**config.mk**
```make
export PLATFORM = sky130hd
export DESIGN_NAME = red_pitaya_pwm_modulator
export DESIGN_NICKNAME = d
export VERILOG_FILES = /design/src/rtl/red_pitaya_pwm_pkg.sv /design/src/rtl/red_pitaya_pwm_dither.sv /design/src/rtl/red_pitaya_pwm_modulator.sv
export SDC_FILE = /design/constraint.sdc
export NUM_CORES = 1
export LEC_CHECK = 0
export ABC_AREA = 1
export CAP_MARGIN = 20
export CORE_ASPECT_RATIO = 0.75
export CORE_MARGIN = 3
export CORE_UTILIZATION = 47
export CTS_CLUSTER_SIZE = 40
export DETAILED_ROUTE_END_ITERATION = 10
export PLACE_DENSITY = 0.78
export SLEW_MARGIN = 25
export SYNTH_ARGS = -nofsm -noshare
export SYNTH_HDL_FRONTEND = slang
export SYNTH_SLANG_ARGS = --single-unit
```
**constraint.sdc**
```tcl
create_clock -name clk_i -period 2.5 [get_ports clk_i]
set_input_delay 0.5 -clock clk_i [delete_from_list [all_inputs] [get_ports clk_i]]
set_output_delay 0.5 -clock clk_i [all_outputs]
set_load 0.01 [all_outputs]
```
**src/rtl/red_pitaya_pwm_pkg.sv**
```systemverilog
// -----------------------------------------------------------------------------
// red_pitaya_pwm_pkg
// Shared definitions for the PWM modulator and the DSP top-level that routes
// the pwm0/pwm1 samples into it.
//   PWM_CNT_BITS : default PWM period counter width (period = 2^PWM_CNT_BITS)
//   PWM_DAT_BITS : default width of the signed sample fed to the modulator
//   PWM_FRAC_BITS: sample bits below the duty resolution (dither fraction)
//   pwm_duty_t   : duty count at the default width, 0..2^PWM_CNT_BITS
// -----------------------------------------------------------------------------
package red_pitaya_pwm_pkg;

    localparam int PWM_CNT_BITS  = 8;
    localparam int PWM_DAT_BITS  = 14;
    localparam int PWM_FRAC_BITS = PWM_DAT_BITS - PWM_CNT_BITS;

    // One bit wider than the counter so a full-high period (2^CNT_BITS) fits.
    typedef logic [PWM_CNT_BITS:0] pwm_duty_t;

endpackage : red_pitaya_pwm_pkg

```
**src/rtl/red_pitaya_pwm_dither.sv**
```systemverilog
// -----------------------------------------------------------------------------
// red_pitaya_pwm_dither
// Offset conversion of the signed sample plus a first-order sigma-delta
// accumulator on the sub-LSB fraction. Built only when PWM_DITHER_EN is
// defined; without it the top truncates the fraction itself.
// Ports:
//   clk_i, rstn_i : clock, asynchronous active-low reset
//   en_i          : modulator enable; accumulator is cleared while low
//   sample_i      : high in the cycle the top latches a new duty
//   dat_i         : signed two's-complement sample
//   coarse_o      : upper CNT_BITS of the offset sample
//   carry_o       : overflow of acc + frac, added to the coarse duty
// -----------------------------------------------------------------------------
`ifdef PWM_DITHER_EN
module red_pitaya_pwm_dither
    import red_pitaya_pwm_pkg::*;
#(
    parameter int CNT_BITS = PWM_CNT_BITS,
    parameter int DAT_BITS = PWM_DAT_BITS
) (
    input  logic                       clk_i,
    input  logic                       rstn_i,
    input  logic                       en_i,
    input  logic                       sample_i,
    input  logic signed [DAT_BITS-1:0] dat_i,
    output logic        [CNT_BITS-1:0] coarse_o,
    output logic                       carry_o
);

    localparam int FRAC_BITS = DAT_BITS - CNT_BITS;

    logic [DAT_BITS-1:0]  off;
    logic [FRAC_BITS:0]   sum;
    logic [FRAC_BITS-1:0] acc_q, acc_d;

    // Adding 2^(DAT_BITS-1) to a two's-complement value is an MSB inversion.
    assign off      = {~dat_i[DAT_BITS-1], dat_i[DAT_BITS-2:0]};
    assign coarse_o = off[DAT_BITS-1:FRAC_BITS];
    assign sum      = {1'b0, acc_q} + {1'b0, off[FRAC_BITS-1:0]};
    assign carry_o  = sum[FRAC_BITS];

    always_comb begin
        acc_d = acc_q;
        if (!en_i) begin
            acc_d = '0;
        end else if (sample_i) begin
            acc_d = sum[FRAC_BITS-1:0];
        end
    end

    always_ff @(posedge clk_i or negedge rstn_i) begin
        if (!rstn_i) begin
            acc_q <= '0;
        end else begin
            acc_q <= acc_d;
        end
    end

endmodule : red_pitaya_pwm_dither
`endif

```
**src/rtl/red_pitaya_pwm_modulator.sv**
```systemverilog
// -----------------------------------------------------------------------------
// red_pitaya_pwm_modulator
// Converts a signed DSP sample into a PWM bit stream with a period of
// 2^CNT_BITS clocks. The sample is taken in the last cycle of each period and
// drives the whole following period. Optional sub-LSB dithering is enabled by
// defining the macro PWM_DITHER_EN (default: fraction truncated).
// Ports:
//   clk_i    : processing clock
//   rstn_i   : asynchronous active-low reset
//   dat_i    : signed two's-complement sample (DAT_BITS)
//   en_i     : modulator enable; low holds outputs at zero
//   pwm_o    : registered PWM bit
//   period_o : one-cycle strobe in the first cycle of every period
//   duty_o   : high-cycle count of the current period, 0..2^CNT_BITS
// -----------------------------------------------------------------------------
module red_pitaya_pwm_modulator
    import red_pitaya_pwm_pkg::*;
#(
    parameter int CNT_BITS = PWM_CNT_BITS,
    parameter int DAT_BITS = PWM_DAT_BITS
) (
    input  logic                       clk_i,
    input  logic                       rstn_i,
    input  logic signed [DAT_BITS-1:0] dat_i,
    input  logic                       en_i,
    output logic                       pwm_o,
    output logic                       period_o,
    output logic        [CNT_BITS:0]   duty_o
);

    localparam int FRAC_BITS = DAT_BITS - CNT_BITS;
    localparam logic [CNT_BITS-1:0] CNT_MAX = '1;

    logic [CNT_BITS-1:0] cnt_q, cnt_d;
    logic [CNT_BITS:0]   duty_q, duty_d;
    logic                pwm_q, pwm_d;
    logic                period_q, period_d;

    logic [CNT_BITS-1:0] coarse;
    logic                carry;
    logic                sample;
    logic [CNT_BITS:0]   high;

    // The counter idles at its maximum, so the first enabled edge is already a
    // sample edge and the first period starts one clock after enable.
    assign sample = en_i && (cnt_q == CNT_MAX);
    assign high   = {1'b0, coarse} + {{CNT_BITS{1'b0}}, carry};

`ifdef PWM_DITHER_EN
    red_pitaya_pwm_dither #(
        .CNT_BITS (CNT_BITS),
        .DAT_BITS (DAT_BITS)
    ) u_dither (
        .clk_i    (clk_i),
        .rstn_i   (rstn_i),
        .en_i     (en_i),
        .sample_i (sample),
        .dat_i    (dat_i),
        .coarse_o (coarse),
        .carry_o  (carry)
    );
`else
    logic [DAT_BITS-1:0] off;
    logic                unused_frac;

    assign off         = {~dat_i[DAT_BITS-1], dat_i[DAT_BITS-2:0]};
    assign coarse      = off[DAT_BITS-1:FRAC_BITS];
    assign carry       = 1'b0;
    // The fraction is deliberately dropped when dithering is not built in.
    assign unused_frac = ^off[FRAC_BITS-1:0];
`endif

    // NOTE: every signal gets a default before the branches so no path leaves
    // it unassigned; a missing default would infer a latch.
    always_comb begin
        cnt_d    = cnt_q;
        duty_d   = duty_q;
        pwm_d    = 1'b0;
        period_d = 1'b0;
        if (!en_i) begin
            cnt_d  = CNT_MAX;
            duty_d = '0;
        end else if (sample) begin
            cnt_d    = '0;
            duty_d   = high;
            period_d = 1'b1;
            pwm_d    = (high != '0);
        end else begin
            cnt_d = cnt_q + 1'b1;
            // pwm_o is registered, so compare against the count it will show.
            pwm_d = ({1'b0, cnt_d} < duty_q);
        end
    end

    // NOTE: state registers use non-blocking assignments so every flop samples
    // pre-edge values regardless of statement order.
    always_ff @(posedge clk_i or negedge rstn_i) begin
        if (!rstn_i) begin
            cnt_q    <= CNT_MAX;
            duty_q   <= '0;
            pwm_q    <= 1'b0;
            period_q <= 1'b0;
        end else begin
            cnt_q    <= cnt_d;
            duty_q   <= duty_d;
            pwm_q    <= pwm_d;
            period_q <= period_d;
        end
    end

    assign pwm_o    = pwm_q;
    assign period_o = period_q;
    assign duty_o   = duty_q;

endmodule : red_pitaya_pwm_modulator

```
==> results.json <==
{
  "core-area_um2": 1890,
  "end_kind": "flop",
  "via_per_inst": 5.13,
  "numCtsBuffers": 3,
  "final_util_pct": 65.5,
  "fmax_ghz": 0.452,
  "crit_path_max_incr_delay_ns": 0.57,
  "crit_chain": "ha_1 -> nand2_1 -> nor2_2 -> nand3_1 -> xor2_1 -> inv_1 -> ha_1 -> nand2_1 -> nor2_1 -> nand3_1 -> nand4_1 -> nand2_1",
  "final.min_clock_period_ns": 2.21,
  "cts_root_buffer": "clkbuf_4",
  "worst-setup-path-type": "reg -> reg",
  "finalCritPeriodShare_pct": 88.5,
  "synth_cell_type_count": 21,
  "synth.area.mux_share_pct": 0,
  "h-tree-depth": 1,
  "worst_slack_ns": 0.286,
  "dpl.hpwl_mm": 1.79,
  "power.leakage_nw": 0.598,
  "ys_warn_count": 0,
  "ctsHoldBuffers": 0,
  "ys_seq_elements": 18,
  "min_path_type": "reg -> reg",
  "crit_top_cell": "nand2_1",
  "ys_async_sr_fraction_pct": 100,
  "wl_mm": 2.24,
  "final_nets": 170,
  "antennaDiodeCount": 0,
  "synth_edf_count": 0,
  "cell_internal_pwr_mw": 0.784,
  "syn2layout_area_growth_pct": 21.9,
  "finalSetupTns_ns": 0,
  "grt_use_total_pct": 19.3,
  "p_sw_share_pct": 42.1,
  "yosysSeqAreaShare_pct": 45.4,
  "critPathTopFamily": "simple AND/OR/NAND/NOR gates",
  "yosysTopAreaCellShare_pct": 24.7,
  "grt_max_degree": 19,
  "finClkSkew_ns": 0.0127,
  "setup_violations": 0,
  "startpoint_type": "flop",
  "cp.required_ns": 2.71,
  "die_area_um2": 2760,
  "synthAdderAreaFrac_pct": 9.88,
  "dieWidth_um": 59.6,
  "grt_overflow": 0,
  "die-height_um": 46.2,
  "clkLatencyLatePin_ns": 0.30,
  "drive_above_1_share_pct": 9.72,
  "crit_buf_inv": 1,
  "syn-instance-count": 123,
  "yosys-top-cells-area": "dfrtp_1, dfstp_2, nand2_1",
  "clkPwrFrac_pct": 11.7,
  "initial_core_util_pct": 53.7,
  "rsz0062_at_grt": "no",
  "clock_path_buffers": 2,
  "multi_input_area_um2": 438,
  "first_pass_iters": 4,
  "slowest_stage": "dfstp_2",
  "cts_setup_buffers": 0,
  "register_area_um2": 460,
  "clkTransAtPathRegs_ns": 0.11,
  "syn_avg_cell_area_um2": 8.24,
  "yosys_most_used_dff": "dfrtp_1",
  "synth_common_cells": "nand2_1, inv_1, o21ai_0, dfrtp_1",
  "status": "finished, final reports clean",
  "place_congestion": 0.732,
  "power_mw": 1.35,
  "synth_area_leader_cell": "dfrtp_1",
  "p_comb_share_pct": 53.1,
  "synth_top_family_by_area": "simple AND/OR/NAND/NOR gates",
  "drc": 0,
  "grt_pass1_wl_mm": 3.84,
  "finalMaxSlewViolations": 0,
  "synthesis.area_um2": 1010,
  "seqPwrFrac_pct": 35.2,
  "power-per-cell-area_nw_per_um2": 1100,
  "synthSimpleGateAreaFrac_pct": 23.1,
  "cts_tree": "yes",
  "num_vias": 851,
  "hold_violations": 0,
  "worstPathMaxFanout": 4,
  "antenna_found_initial": 0,
  "drt-wirelength-per-cell_um": 13.5,
  "ir_drop_mv": 0.696,
  "cts_sinks": 18,
  "ant_nets": 0,
  "synth_compound_area_share_pct": 6.42,
  "io_pins": 28,
  "num-fill-cells": 171,
  "syn-num-nets": 148,
  "max-cap-violations": 0,
  "drt_iter0_markers": 31,
  "slew-limit-headroom_pct": 47.0,
  "grt_pass1_vias": 871,
  "cts_resized": 0,
  "place_ws_ns": 0.293,
  "rows": 13,
  "yosysMostFrequentCell": "nand2_1",
  "tightestPinTransition_ns": 0.793,
  "switching_power_mw": 0.569,
  "synth_xor_area_share_pct": 3.46,
  "arrival_ns": 2.42,
  "portBuffers": 20
}
cell usage in the layout, fill, tap and decap left out:
master / instances
a21oi_1: 2
and2_1: 1
clkbuf_1: 1
clkbuf_4: 3
clkdlybuf4s50_1: 20
conb_1: 1
dfrtp_1: 10
dfstp_2: 8
ha_1: 8
inv_1: 22
nand2_1: 35
nand2_2: 1
nand3_1: 5
nand4_1: 2
nor2_1: 6
nor2_2: 1
nor2_4: 1
nor4_1: 2
o21ai_0: 11
xnor2_1: 1
xor2_1: 3
cell type report:
class	instances	area share [%]
sequential	18	37.3
timing repair buffer	20	16.2
tap	22	2.23
inverter	22	6.69
multi-input combinational	80	35.5
clock buffer	4	2.13
worst min-delay path: stages, from the launching register on:
cell	delay, ns
dfrtp_1	0.40
nand2_1	0.07
nand2_1	0.05
path summary, 6_finish.rpt:
check                      slack, ns        end  depth (start not counted)       from
min reg2reg                     0.54  duty_o[0]                          2  duty_o[0]
max reg2reg                     0.29      pwm_o                         12   cnt_q[0]
min in group asynchronous       0.64  duty_o[0]                          1     rstn_i
min                             0.54  duty_o[0]                          2  duty_o[0]
max in group asynchronous       1.36  duty_o[4]                          1     rstn_i
max                             0.29      pwm_o                         12   cnt_q[0]
registers in the layout (all words and copies together) (netlist names):
signal    flops
cnt_q         8
duty_o        8
period_o      1
pwm_o         1
layer usage:
metal  vias up  GRT usage (%)  wire, um
met5         -              0         0
met2        22           35.3      1140
li1        426              -         -
met4         0           3.98        16
met1       399           22.9       955
met3         4           5.04       121
per-stage QoR:
| stage | hold WS (ns) | instance area [um2] | cells |
|---|---|---|---|
| after detailed placement | 0.507 | 1210 | 162 |
| after floorplan | 0.204 | 1010 | 123 |
| final | 0.544 | 1230 | 166 |
| after CTS | 0.540 | 1230 | 166 |
| after global placement | 0.501 | 1210 | 162 |
| after global routing | 0.574 | 1230 | 166 |
power by group through the flow:
stage	registers, mW	clock network, mW	logic [mW]
final	0.476	0.158	0.718
after global routing	0.486	0.171	0.826
after CTS	0.476	0.157	0.727
after detailed placement	0.481	0	0.716
after global placement	0.474	0	0.665
after floorplan	0.486	0	0.476
logic make-up (layout without fill, tap and decap cells):
logic type | after synthesis | in the layout
AND/OR/NAND/NOR | 54 | 54
other | 1 | 1
XOR/XNOR | 4 | 4
adder cells (fa/ha/maj) | 8 | 8
AO/OA/AOI/OAI | 13 | 13
buffers and inverters | 25 | 46
flip-flops | 18 | 18
No activity file was read; power rests on OpenSTA's default activity.
